[config.mk]
export PLATFORM = sky130hd
export DESIGN_NAME = btn_event_unit
export DESIGN_NICKNAME = d
export VERILOG_FILES = /design/src/rtl/btn_event_unit.sv
export SDC_FILE = /design/constraint.sdc
export NUM_CORES = 1
export LEC_CHECK = 0
export BUFFER_PORTS_ARGS = -buffer_cell sky130_fd_sc_hd__buf_2
export CAP_MARGIN = 40
export CORE_MARGIN = 5
export CORE_UTILIZATION = 50
export CTS_CLUSTER_DIAMETER = 30
export DETAILED_ROUTE_END_ITERATION = 16
export HOLD_SLACK_MARGIN = 0.15
export MAX_ROUTING_LAYER = met4
export PLACE_DENSITY = 0.76
export SETUP_SLACK_MARGIN = 0.2
export SYNTH_ARGS = -nofsm -noshare
export SYNTH_HDL_FRONTEND = slang
export SYNTH_SLANG_ARGS = --single-unit
[constraint.sdc]
create_clock -name clk -period 1.7 [get_ports clk]
set_input_delay 0.255 -clock clk [delete_from_list [all_inputs] [get_ports clk]]
set_output_delay 0.255 -clock clk [all_outputs]
set_load 0.1 [all_outputs]
[src/rtl/btn_event_unit.sv]
// Push-button conditioner: synchroniser, tick debounce, press strobes and a one-entry event register.
// Optional auto-repeat of held buttons is enabled by defining BTN_EVT_AUTOREPEAT_EN.
module btn_event_unit #(
    parameter int CHANNELS           = 4,
    parameter int TICK_DIV           = 50000,
    parameter int DEBOUNCE_TICKS     = 10,
    parameter int ACTIVE_LOW         = 1,
    parameter int REPEAT_DELAY_TICKS = 500,
    parameter int REPEAT_RATE_TICKS  = 150,
    localparam int IDX_W             = (CHANNELS > 1) ? $clog2(CHANNELS) : 1
) (
    input  logic                clk,
    input  logic                reset,
    input  logic [CHANNELS-1:0] btn_raw,
    output logic [CHANNELS-1:0] btn_level,
    output logic [CHANNELS-1:0] btn_pulse,
    output logic                evt_valid,
    output logic [IDX_W-1:0]    evt_idx,
    input  logic                evt_ready,
    output logic                evt_overrun
);

    localparam int TICK_W = (TICK_DIV > 2) ? $clog2(TICK_DIV) : 1;
    localparam logic [TICK_W-1:0] TICK_LAST = TICK_W'(TICK_DIV - 1);
    localparam int CNT_W = $clog2(DEBOUNCE_TICKS + 1);
    localparam logic [CNT_W-1:0] DEB_LAST = CNT_W'(DEBOUNCE_TICKS);
    localparam logic [CHANNELS-1:0] RAW_IDLE = (ACTIVE_LOW != 0) ? {CHANNELS{1'b1}} : {CHANNELS{1'b0}};
    localparam logic [CHANNELS-1:0] VEC_ONE = CHANNELS'(1);

`ifdef BTN_EVT_AUTOREPEAT_EN
    localparam int REP_MAX = (REPEAT_DELAY_TICKS > REPEAT_RATE_TICKS) ? REPEAT_DELAY_TICKS : REPEAT_RATE_TICKS;
    localparam int REP_W = $clog2(REP_MAX + 1);
    localparam logic [REP_W-1:0] REP_DELAY = REP_W'(REPEAT_DELAY_TICKS);
    localparam logic [REP_W-1:0] REP_RATE  = REP_W'(REPEAT_RATE_TICKS);
`endif

    typedef enum logic [1:0] {
        ST_IDLE      = 2'd0,
        ST_DEB_PRESS = 2'd1,
        ST_HELD      = 2'd2,
        ST_DEB_REL   = 2'd3
    } state_t;

    logic [CHANNELS-1:0] sync1;
    logic [CHANNELS-1:0] sync2;
    logic [CHANNELS-1:0] pressed;
    logic [TICK_W-1:0]   tick_cnt;
    logic                tick;

    // Two-flop synchroniser; reset loads the released pin level
    always_ff @(posedge clk) begin
        if (!reset) begin
            sync1 <= RAW_IDLE;
            sync2 <= RAW_IDLE;
        end else begin
            sync1 <= btn_raw;
            sync2 <= sync1;
        end
    end

    assign pressed = (ACTIVE_LOW != 0) ? ~sync2 : sync2;
    assign tick    = (tick_cnt == TICK_LAST);

    // Free-running sample tick divider
    always_ff @(posedge clk) begin
        if (!reset) begin
            tick_cnt <= '0;
        end else if (tick) begin
            tick_cnt <= '0;
        end else begin
            tick_cnt <= tick_cnt + TICK_W'(1);
        end
    end

    for (genvar g = 0; g < CHANNELS; g++) begin : g_ch
        state_t           state;
        state_t           state_nx;
        logic [CNT_W-1:0] cnt;
        logic [CNT_W-1:0] cnt_nx;
        logic [CNT_W-1:0] cnt_inc;
        logic             level_r;
        logic             level_nx;
        logic             pulse_r;
        logic             press_nx;
`ifdef BTN_EVT_AUTOREPEAT_EN
        logic [REP_W-1:0] rep;
        logic [REP_W-1:0] rep_nx;
        logic [REP_W-1:0] rep_inc;
        logic             rep_armed;
        logic             rep_armed_nx;
`endif

        assign cnt_inc = cnt + CNT_W'(1);

        // Channel state register and registered level/strobe outputs
        always_ff @(posedge clk) begin
            if (!reset) begin
                state   <= ST_IDLE;
                cnt     <= '0;
                level_r <= 1'b0;
                pulse_r <= 1'b0;
`ifdef BTN_EVT_AUTOREPEAT_EN
                rep       <= '0;
                rep_armed <= 1'b0;
`endif
            end else begin
                state   <= state_nx;
                cnt     <= cnt_nx;
                level_r <= level_nx;
                pulse_r <= press_nx;
`ifdef BTN_EVT_AUTOREPEAT_EN
                rep       <= rep_nx;
                rep_armed <= rep_armed_nx;
`endif
            end
        end

        // Debounce next-state, evaluated only on sample ticks
        always_comb begin
            state_nx = state;
            cnt_nx   = cnt;
            press_nx = 1'b0;
`ifdef BTN_EVT_AUTOREPEAT_EN
            rep_inc      = rep + REP_W'(1);
            rep_nx       = rep;
            rep_armed_nx = rep_armed;
`endif
            if (tick) begin
                case (state)
                    ST_IDLE: begin
                        if (pressed[g]) begin
                            if (DEBOUNCE_TICKS == 1) begin
                                state_nx = ST_HELD;
                                cnt_nx   = '0;
                                press_nx = 1'b1;
                            end else begin
                                state_nx = ST_DEB_PRESS;
                                cnt_nx   = CNT_W'(1);
                            end
                        end else begin
                            cnt_nx = '0;
                        end
                    end
                    ST_DEB_PRESS: begin
                        if (!pressed[g]) begin
                            state_nx = ST_IDLE;
                            cnt_nx   = '0;
                        end else if (cnt_inc == DEB_LAST) begin
                            state_nx = ST_HELD;
                            cnt_nx   = '0;
                            press_nx = 1'b1;
                        end else begin
                            cnt_nx = cnt_inc;
                        end
                    end
                    ST_HELD: begin
                        if (!pressed[g]) begin
                            if (DEBOUNCE_TICKS == 1) begin
                                state_nx = ST_IDLE;
                                cnt_nx   = '0;
                            end else begin
                                state_nx = ST_DEB_REL;
                                cnt_nx   = CNT_W'(1);
                            end
                        end else begin
`ifdef BTN_EVT_AUTOREPEAT_EN
                            // First repeat waits the long delay, later ones use the rate
                            if (rep_inc == (rep_armed ? REP_RATE : REP_DELAY)) begin
                                press_nx     = 1'b1;
                                rep_nx       = '0;
                                rep_armed_nx = 1'b1;
                            end else begin
                                rep_nx = rep_inc;
                            end
`else
                            cnt_nx = '0;
`endif
                        end
                    end
                    ST_DEB_REL: begin
                        if (pressed[g]) begin
                            state_nx = ST_HELD;
                            cnt_nx   = '0;
                        end else if (cnt_inc == DEB_LAST) begin
                            state_nx = ST_IDLE;
                            cnt_nx   = '0;
                        end else begin
                            cnt_nx = cnt_inc;
                        end
                    end
                    default: begin
                        state_nx = ST_IDLE;
                        cnt_nx   = '0;
                    end
                endcase
            end else begin
                state_nx = state;
            end
`ifdef BTN_EVT_AUTOREPEAT_EN
            // Any stay outside HELD (including a release bounce) restarts the delay
            if (state_nx != ST_HELD) begin
                rep_nx       = '0;
                rep_armed_nx = 1'b0;
            end else begin
                rep_nx = rep_nx;
            end
`endif
            level_nx = (state_nx == ST_HELD) || (state_nx == ST_DEB_REL);
        end

        assign btn_level[g] = level_r;
        assign btn_pulse[g] = pulse_r;
    end

    logic             cand_any;
    logic             cand_multi;
    logic [IDX_W-1:0] cand_idx;
    logic             can_load;
    logic             valid_nx;
    logic [IDX_W-1:0] idx_nx;
    logic             overrun_nx;

    // Lowest-index arbitration and single-entry load/drop decision
    always_comb begin
        cand_any   = |btn_pulse;
        cand_multi = |(btn_pulse & (btn_pulse - VEC_ONE));
        cand_idx   = '0;
        for (int i = CHANNELS - 1; i >= 0; i--) begin
            if (btn_pulse[i]) begin
                cand_idx = IDX_W'(i);
            end else begin
                cand_idx = cand_idx;
            end
        end
        can_load = !evt_valid || evt_ready;
        if (can_load) begin
            valid_nx   = cand_any;
            idx_nx     = cand_any ? cand_idx : evt_idx;
            overrun_nx = cand_multi;
        end else begin
            valid_nx   = 1'b1;
            idx_nx     = evt_idx;
            overrun_nx = cand_any;
        end
    end

    // Event entry and overrun strobe registers
    always_ff @(posedge clk) begin
        if (!reset) begin
            evt_valid   <= 1'b0;
            evt_idx     <= '0;
            evt_overrun <= 1'b0;
        end else begin
            evt_valid   <= valid_nx;
            evt_idx     <= idx_nx;
            evt_overrun <= overrun_nx;
        end
    end

endmodule

==> metrics, run 1 <==
status=finished, final reports clean; synthesized cell area=2953 sq um; Initial DRC Count=187; Pre-antenna DRT Iters=4; final wirelength=6287 microns; Synth Register Bits=60; DP Area=3351 sq um; relative slew slack=67.78%; Tmin final=1.685 ns; Leak Pwr=1.370 nW; Reg power frac=51.2%; combinational power share=3.1%; Clock Skews=0.006208 ns; max cap viols=0; Worst Path Required=1.98 ns; Final nets=403; f_max=0.5935 GHz; Die H=86.85 microns; CP Class=flop to flop; P&R area growth vs syn=26.86%; Die Wd=86.85 microns; Min-Delay Startpoint=reset; io pins=19; GP Congestion=0.8878; crit path max fanout=9; via total after detailed routing=2572; max-slew violations=0; DRC viols=0; initial antenna violation count=0; hold crit path type=input port to flop; clock share of power=45.7%; Worst-Skew Late Latency=0.34 ns; syn_nets=357; routed len/inst=13.46 microns; Core ar.=5816 sq um; total congestion overflow=0; prevailing post-synth register cell=dfxtp_1; Worst-path clk slew=0.07 ns; Critical Path AT=1.96 ns; number of diodes=0; CP startpoint kind=flop; via/cell ratio=5.507; Unique masters post-synth=51; Row Count=28; Bufs on Longest Clock Path=2; CP startpoint=tick_cnt[1]; Finished Cell Area=3746 sq um; Starting Density=50.77%; Avg Inst Size Synth=8.659 sq um; most frequent cells in the layout=dfxtp_1 (47), buf_4 (35), nand2_1 (32), nor2_1 (23), a21oi_1 (22); post-synthesis sequential area ratio=40.68%; VDD IR max=0.5620 mV; CP Capture Type=flop; endpoints failing setup=0; HPWL reported at the end of detailed placement=4325 microns; total clock buffers created by CTS=9; first-pass GRT wire length=11160 microns; clk root buf=clkbuf_8; most common cell after layout, fill and taps aside=dfxtp_1; Final Cycle Share=99.11%; TritonCTS Sinks=60; pin count of the biggest net entering global routing=24; switching power=0.0006088 W; Post-synth EDFFs=0; actual slew at the worst max-slew pin=0.4866 ns; PD cells=744.1 nW/um^2; reg2reg start=tick_cnt[1]; Port Buffers=18; Gate Count Post-Synth=341; Routed Antenna Nets=0; yosys warns=0; asr flop ratio synth=0%; Global Route Usage Sum=19.13%; CTS tree=yes; H-tree Lvls=3; number of global-route vias before repair=2472; Final Hold Viols=0; sw frac=21.84%; P_int=0.002179 W; Layout fillers=488; setup_tns=0 ns; ratio of cells with drive above 1 in the final layout=28.32%; Die ar.=7543 sq um; unrepaired setup endpoints after global routing=true
registers in the layout, indices dropped and copies added (netlist names):
signal,flops
sync2,4
g_ch.cnt,16
g_ch.state,8
sync1,4
g_ch.level_r,4
tick_cnt,16
g_ch.pulse_r,4
evt_idx,2
evt_valid,1
evt_overrun,1
worst max-delay path, stage by stage (launching register included):
cell     delay, ns
dfxtp_4       0.36
ha_4          0.13
and3_4        0.19
nand4_1       0.11
buf_4         0.19
or4b_1        0.52
a21oi_2       0.12
Yosys cell counts (all sizes together), types with 5 or more instances:
library cell,number,area (sq um)
buf,12,80.08
ha,9,112.6
dfxtp,60,1201
nor2,23,86.33
inv,15,56.30
nand2,32,120.1
nand2b,15,93.84
xor2,12,105.1
nand4,11,68.82
clkbuf,10,38.78
nand3,13,65.06
nor4,5,31.28
and3,6,37.54
o21ai,14,70.07
or4,5,37.54
a21oi,26,130.1
mux2i,8,80.08
xnor2,6,52.55
routing by layer:
| metal | part of all wire, % | global-route usage [%] |
|---|---|---|
| met2 | 51 | 30.99 |
| met5 | 0 | - |
| met3 | 3.2 | 3.784 |
| met4 | 1.9 | 8.924 |
| met1 | 44 | 22.80 |
worst paths after layout:
path | to | slack (ns) | cells past startpoint
worst max-delay path | g_ch[0].state[0] | 0.02 | 6
worst min-delay path | g_ch[2].cnt[1] | 0.28 | 4
worst max register to register | g_ch[0].state[0] | 0.02 | 6
worst min register to register | sync2[2] | 0.41 | 1
power by group through the flow:
stage / clock network (W) / registers, W / logic, W
4_1_cts: 0.00131 / 0.00143 / 0.0000850
3_3_place_gp: 0 / 0.00146 / 0.0000724
3_5_place_dp: 0 / 0.00146 / 0.0000748
5_1_grt: 0.00140 / 0.00143 / 0.0000942
6_report: 0.00127 / 0.00143 / 0.0000854
2_1_floorplan: 0 / 0.00146 / 0.0000411
logic make-up (layout without fill, tap and decap cells):
logic type | after synthesis | in the layout | synth area share (%)
AO/OA/AOI/OAI | 68 | 68 | 14.79
XOR/XNOR | 18 | 18 | 5.339
flip-flops | 60 | 60 | 40.68
adder cells (fa/ha/maj) | 10 | 10 | 4.153
buffers and inverters | 37 | 88 | 5.932
AND/OR/NAND/NOR | 140 | 140 | 26.40
multiplexers | 8 | 8 | 2.712
layout make-up:
cell class | instances | area (sq um) | share of cell area (%)
clock inverter | 5 | 61.31 | 1.637
timing repair buffer | 57 | 412.9 | 11.02
multi-input combinational | 244 | 1755 | 46.86
sequential | 60 | 1225 | 32.70
tap | 75 | 93.84 | 2.505
clock buffer | 11 | 141.4 | 3.774
inverter | 15 | 56.30 | 1.503
metrics by stage:
step	total power (W)	hold WS [ns]	setup slack [ns]	std cells	util (%)
floorplan	0.001503	0.3565	0.02447	341	-
global placement	0.001535	0.3896	0.05967	446	57.62
detailed placement	0.001538	0.3968	-0.02923	446	57.62
CTS	0.002828	0.2698	0.02624	467	62.52
global route	0.002920	0.2837	-0.04186	467	64.41
finish	0.002787	0.2761	0.01521	467	64.41
repair_timing:
action / in CTS / in global routing
hold buffers: 4 / 0
endpoints found under the setup margin: 31 / 48
gates resized for setup: 17 / 29
endpoints found under the hold margin: 4 / 0
pin swaps: 0 / 3
setup buffers: 1 / 0
Note: power is estimated with default switching activity, not from simulation.
==> run 2, diff against run 1 <==
--- a/config.mk
+++ b/config.mk
@@ -5,6 +5,7 @@
 export SDC_FILE = /design/constraint.sdc
 export NUM_CORES = 1
 export LEC_CHECK = 0
+export ABC_AREA = 1
 export BUFFER_PORTS_ARGS = -buffer_cell sky130_fd_sc_hd__buf_2
 export CAP_MARGIN = 40
 export CORE_MARGIN = 5
@@ -14,6 +15,7 @@
 export HOLD_SLACK_MARGIN = 0.15
 export MAX_ROUTING_LAYER = met4
 export PLACE_DENSITY = 0.76
+export RECOVER_POWER = 100
 export SETUP_SLACK_MARGIN = 0.2
 export SYNTH_ARGS = -nofsm -noshare
 export SYNTH_HDL_FRONTEND = slang
==> run 2 against run 1 <==
Sequential share of layout area increased by 1.9 points. Global-route usage decreased by 2.2 points. First-iteration DRC count decreased by 9.1%. Area after synthesis decreased by 0.85%. Via count decreased by 1.6%. Final area decreased by 6.1%. Clock skew increased by 0.0046 ns. Clock power increased by 11%. Sequential power about the same. Critical path type unchanged. Critical endpoint is now g_ch[2].cnt[2].
==> metrics, run 2 <==
syn_nets=412 (+15%); Leak Pwr=1.413 nW (+3.1%); crit path max fanout=20 (+11); HPWL reported at the end of detailed placement=3906 microns (-9.7%); DRC viols=0 (unchanged); GP Congestion=0.8191 (-7.7%); prevailing post-synth register cell=dfxtp_1; Row Count=27 (-3.6%); Routed Antenna Nets=0 (unchanged); clk root buf=clkbuf_8; Layout Cells excl Fill=504 (+7.9%); via/cell ratio=5.022 (-8.8%); Final Cycle Share=88.83% (-10 points); Final nets=443 (+9.9%); pin count of the biggest net entering global routing=21 (-13%); reg2reg end=g_ch[2].cnt[2]; clock share of power=48.4% (+2.7 points); first-pass GRT wire length=9749 microns (-13%); synthesized cell area=2928 sq um (-0.85%); unrepaired setup endpoints after global routing=true; post-synth top area cell=dfxtp_1; top cell type's share of synthesized area=41.03% (+0.35 points); asr flop ratio synth=0% (unchanged); setup_tns=0 ns (unchanged); reg2reg start=tick_cnt[1]; Avg Inst Size Synth=7.393 sq um (-15%); number of cells on the worst reg-to-reg path=10 (+4); switching power=0.0006082 W (-0.10%); Die Wd=86.52 microns (-0.38%); number of diodes=0 (unchanged); Layout Utilization=62.74% (-1.7 points); top post-synthesis cells by area=dfxtp_1 (41%), nand2_1 (13%), nor2_1 (6.2%); Gate Count Post-Synth=396 (+16%); CP startpoint=tick_cnt[1]; Final Hold Viols=0 (unchanged); Starting Density=52.21% (+1.4 points); Unique masters post-synth=32 (-37%); CP startpoint kind=flop; endpoints failing setup=0 (unchanged); Pre-antenna DRT Iters=5 (+1); CP Class=flop to flop; Hold Crit Endpoint=evt_valid; Global Route Usage Sum=16.93% (-2.2 points); Reg power frac=48.9% (-2.3 points); final wirelength=6111 microns (-2.8%); most common cell after layout, fill and taps aside=nand2_1; max-slew violations=0 (unchanged); footprint of the multi-input gates=1538 sq um (-12%); P&R area growth vs syn=20.17%; f_max=0.6622 GHz (+12%); initial antenna violation count=0 (unchanged); TritonCTS Sinks=60 (unchanged); hold crit path type=input port to flop; Critical Path AT=1.75 ns (-0.21 ns); Worst Path Required=1.94 ns (-0.04 ns); H-tree Lvls=3 (unchanged); via total after detailed routing=2531 (-1.6%); status=finished, final reports clean; Bufs on Longest Clock Path=2 (unchanged); Worst-Skew Late Latency=0.34 ns (about the same); most frequent cells in the layout=nand2_1 (94), dfxtp_1 (50), inv_1 (45), nor2_1 (36), nand3_1 (21); synth cell count leaders=nand2_1 (98), dfxtp_1 (60), nor2_1 (48); ratio of cells with drive above 1 in the final layout=26.62% (-1.7 points); routed len/inst=12.13 microns (-9.9%); fin worst setup slack=0.1899 ns (+0.1747 ns); Placed Cells=477 (+7.0%); hold_ws=0.2880 ns (+0.01186 ns); PD cells=831.4 nW/um^2 (+12%); Min-Delay Startpoint=evt_ready; sw frac=20.79% (-1.0 points); io pins=19 (unchanged); actual slew at the worst max-slew pin=0.5507 ns (+0.06407 ns); Worst-path clk slew=0.07 ns (about the same); total clock buffers created by CTS=9 (unchanged); Post-synth EDFFs=0 (unchanged); dpl ws=0.1075 ns (+0.1367 ns); Die H=86.52 microns (-0.38%); VDD IR max=0.8577 mV (+53%); register area=1219 sq um (-0.51%); Clock Skews=0.01079 ns (+0.004587 ns); max cap viols=0 (unchanged); Largest regs=g_ch.cnt (16), tick_cnt (16), g_ch.state (8); total congestion overflow=0 (unchanged); Layout fillers=489 (+0.20%); CP Capture Type=flop; yosys warns=0 (unchanged); relative slew slack=63.44% (-4.3 points); Tmin final=1.510 ns (-0.1747 ns); number of global-route vias before repair=2267 (-8.3%); P_int=0.002317 W (+6.3%); Initial DRC Count=170 (-9.1%); Synth Register Bits=60 (unchanged); combinational power share=2.7% (-0.4 points); Port Buffers=18 (unchanged); R2R setup slack=0.19 ns (+0.17 ns); Hold Path Stages=4 (unchanged); most frequent cell after synthesis=nand2_1; CTS tree=yes; Core ar.=5608 sq um (-3.6%); post-synthesis sequential area ratio=41.03% (+0.35 points); Die ar.=7486 sq um (-0.76%)
run 2: cell count changes in the layout (fill, tap and decap cells not counted), sizes merged, moves of 6 or more:
| cell | before | now |
|---|---|---|
| mux2i | 8 | 0 |
| and3 | 6 | 0 |
| nand2b | 15 | 0 |
| clkbuf | 13 | 27 |
| or2 | 0 | 10 |
| inv | 15 | 50 |
| nand3 | 13 | 27 |
| nor2 | 23 | 54 |
| buf | 51 | 15 |
| nand2 | 32 | 106 |
| xor2 | 12 | 6 |
run 2: area by class of cell:
class / count / area share, %
inverter: 50 / 5.477
sequential: 60 / 34.64
timing repair buffer: 34 / 7.432
clock buffer: 12 / 4.125
tap: 72 / 2.560
clock inverter: 4 / 2.063
multi-input combinational: 272 / 43.71
run 2: worst max path at each step:
stage / endpoint
final: g_ch[2].cnt[2]
after global routing: g_ch[2].cnt[2]
after CTS: g_ch[0].cnt[2]
after detailed placement: g_ch[1].level_r
after global placement: g_ch[2].cnt[2]
after floorplan: g_ch[0].level_r
run 2: power by group through the flow:
stage | clock [W] | sequential (W) | combinational [W]
2_1_floorplan | 0 | 0.00146 | 0.0000503
3_3_place_gp | 0 | 0.00146 | 0.0000663
3_5_place_dp | 0 | 0.00146 | 0.0000679
4_1_cts | 0.00144 | 0.00143 | 0.0000757
5_1_grt | 0.00152 | 0.00143 | 0.0000898
6_report | 0.00141 | 0.00143 | 0.0000803
run 2: per-layer routing:
layer  GRT usage (%)  vias up  share of wire [%]
met5               -        -                  0
met4           7.649        0                2.1
met3           5.133       11                5.2
met2           25.31       56                 47
met1           20.97     1161                 46
li1                -     1303                  -
run 2: critical path, cell delays in order, from the launching register on:
cell     delay, ns
dfxtp_2       0.35
ha_4          0.14
nand2_2       0.06
inv_2         0.08
nand2_4       0.06
nor2_4        0.14
nand3_2       0.12
nand2_1       0.16
inv_4         0.12
nand2_1       0.09
nand2_1       0.07
run 2: kinds of logic (layout without fill, tap and decap cells):
family,Yosys count,after routing,synth area share [%]
and+or+nand+nor,222,222,36.11
buffers and inverters,64,100,10.47
DFF,60,60,41.03
AOI/OAI and AO/OA,34,34,6.453
adders and majority gates,9,9,3.846
xor gates and xnor gates,7,7,2.094
run 2: stage by stage:
stage | power (W) | cell area, sq um
6_report | 0.002925 | 3518
5_1_grt | 0.003042 | 3518
4_1_cts | 0.002941 | 3336
3_5_place_dp | 0.001529 | 3040
3_3_place_gp | 0.001526 | 3040
2_1_floorplan | 0.001509 | 2929
run 2: timing repair:
action	4_1_cts	5_1_grt
buffers inserted	1	5
hold buffers	4	0
gates cloned	0	1
setup endpoints to repair	26	47
pin swaps	1	11
resized for setup	9	40
endpoints found under the hold margin	4	0
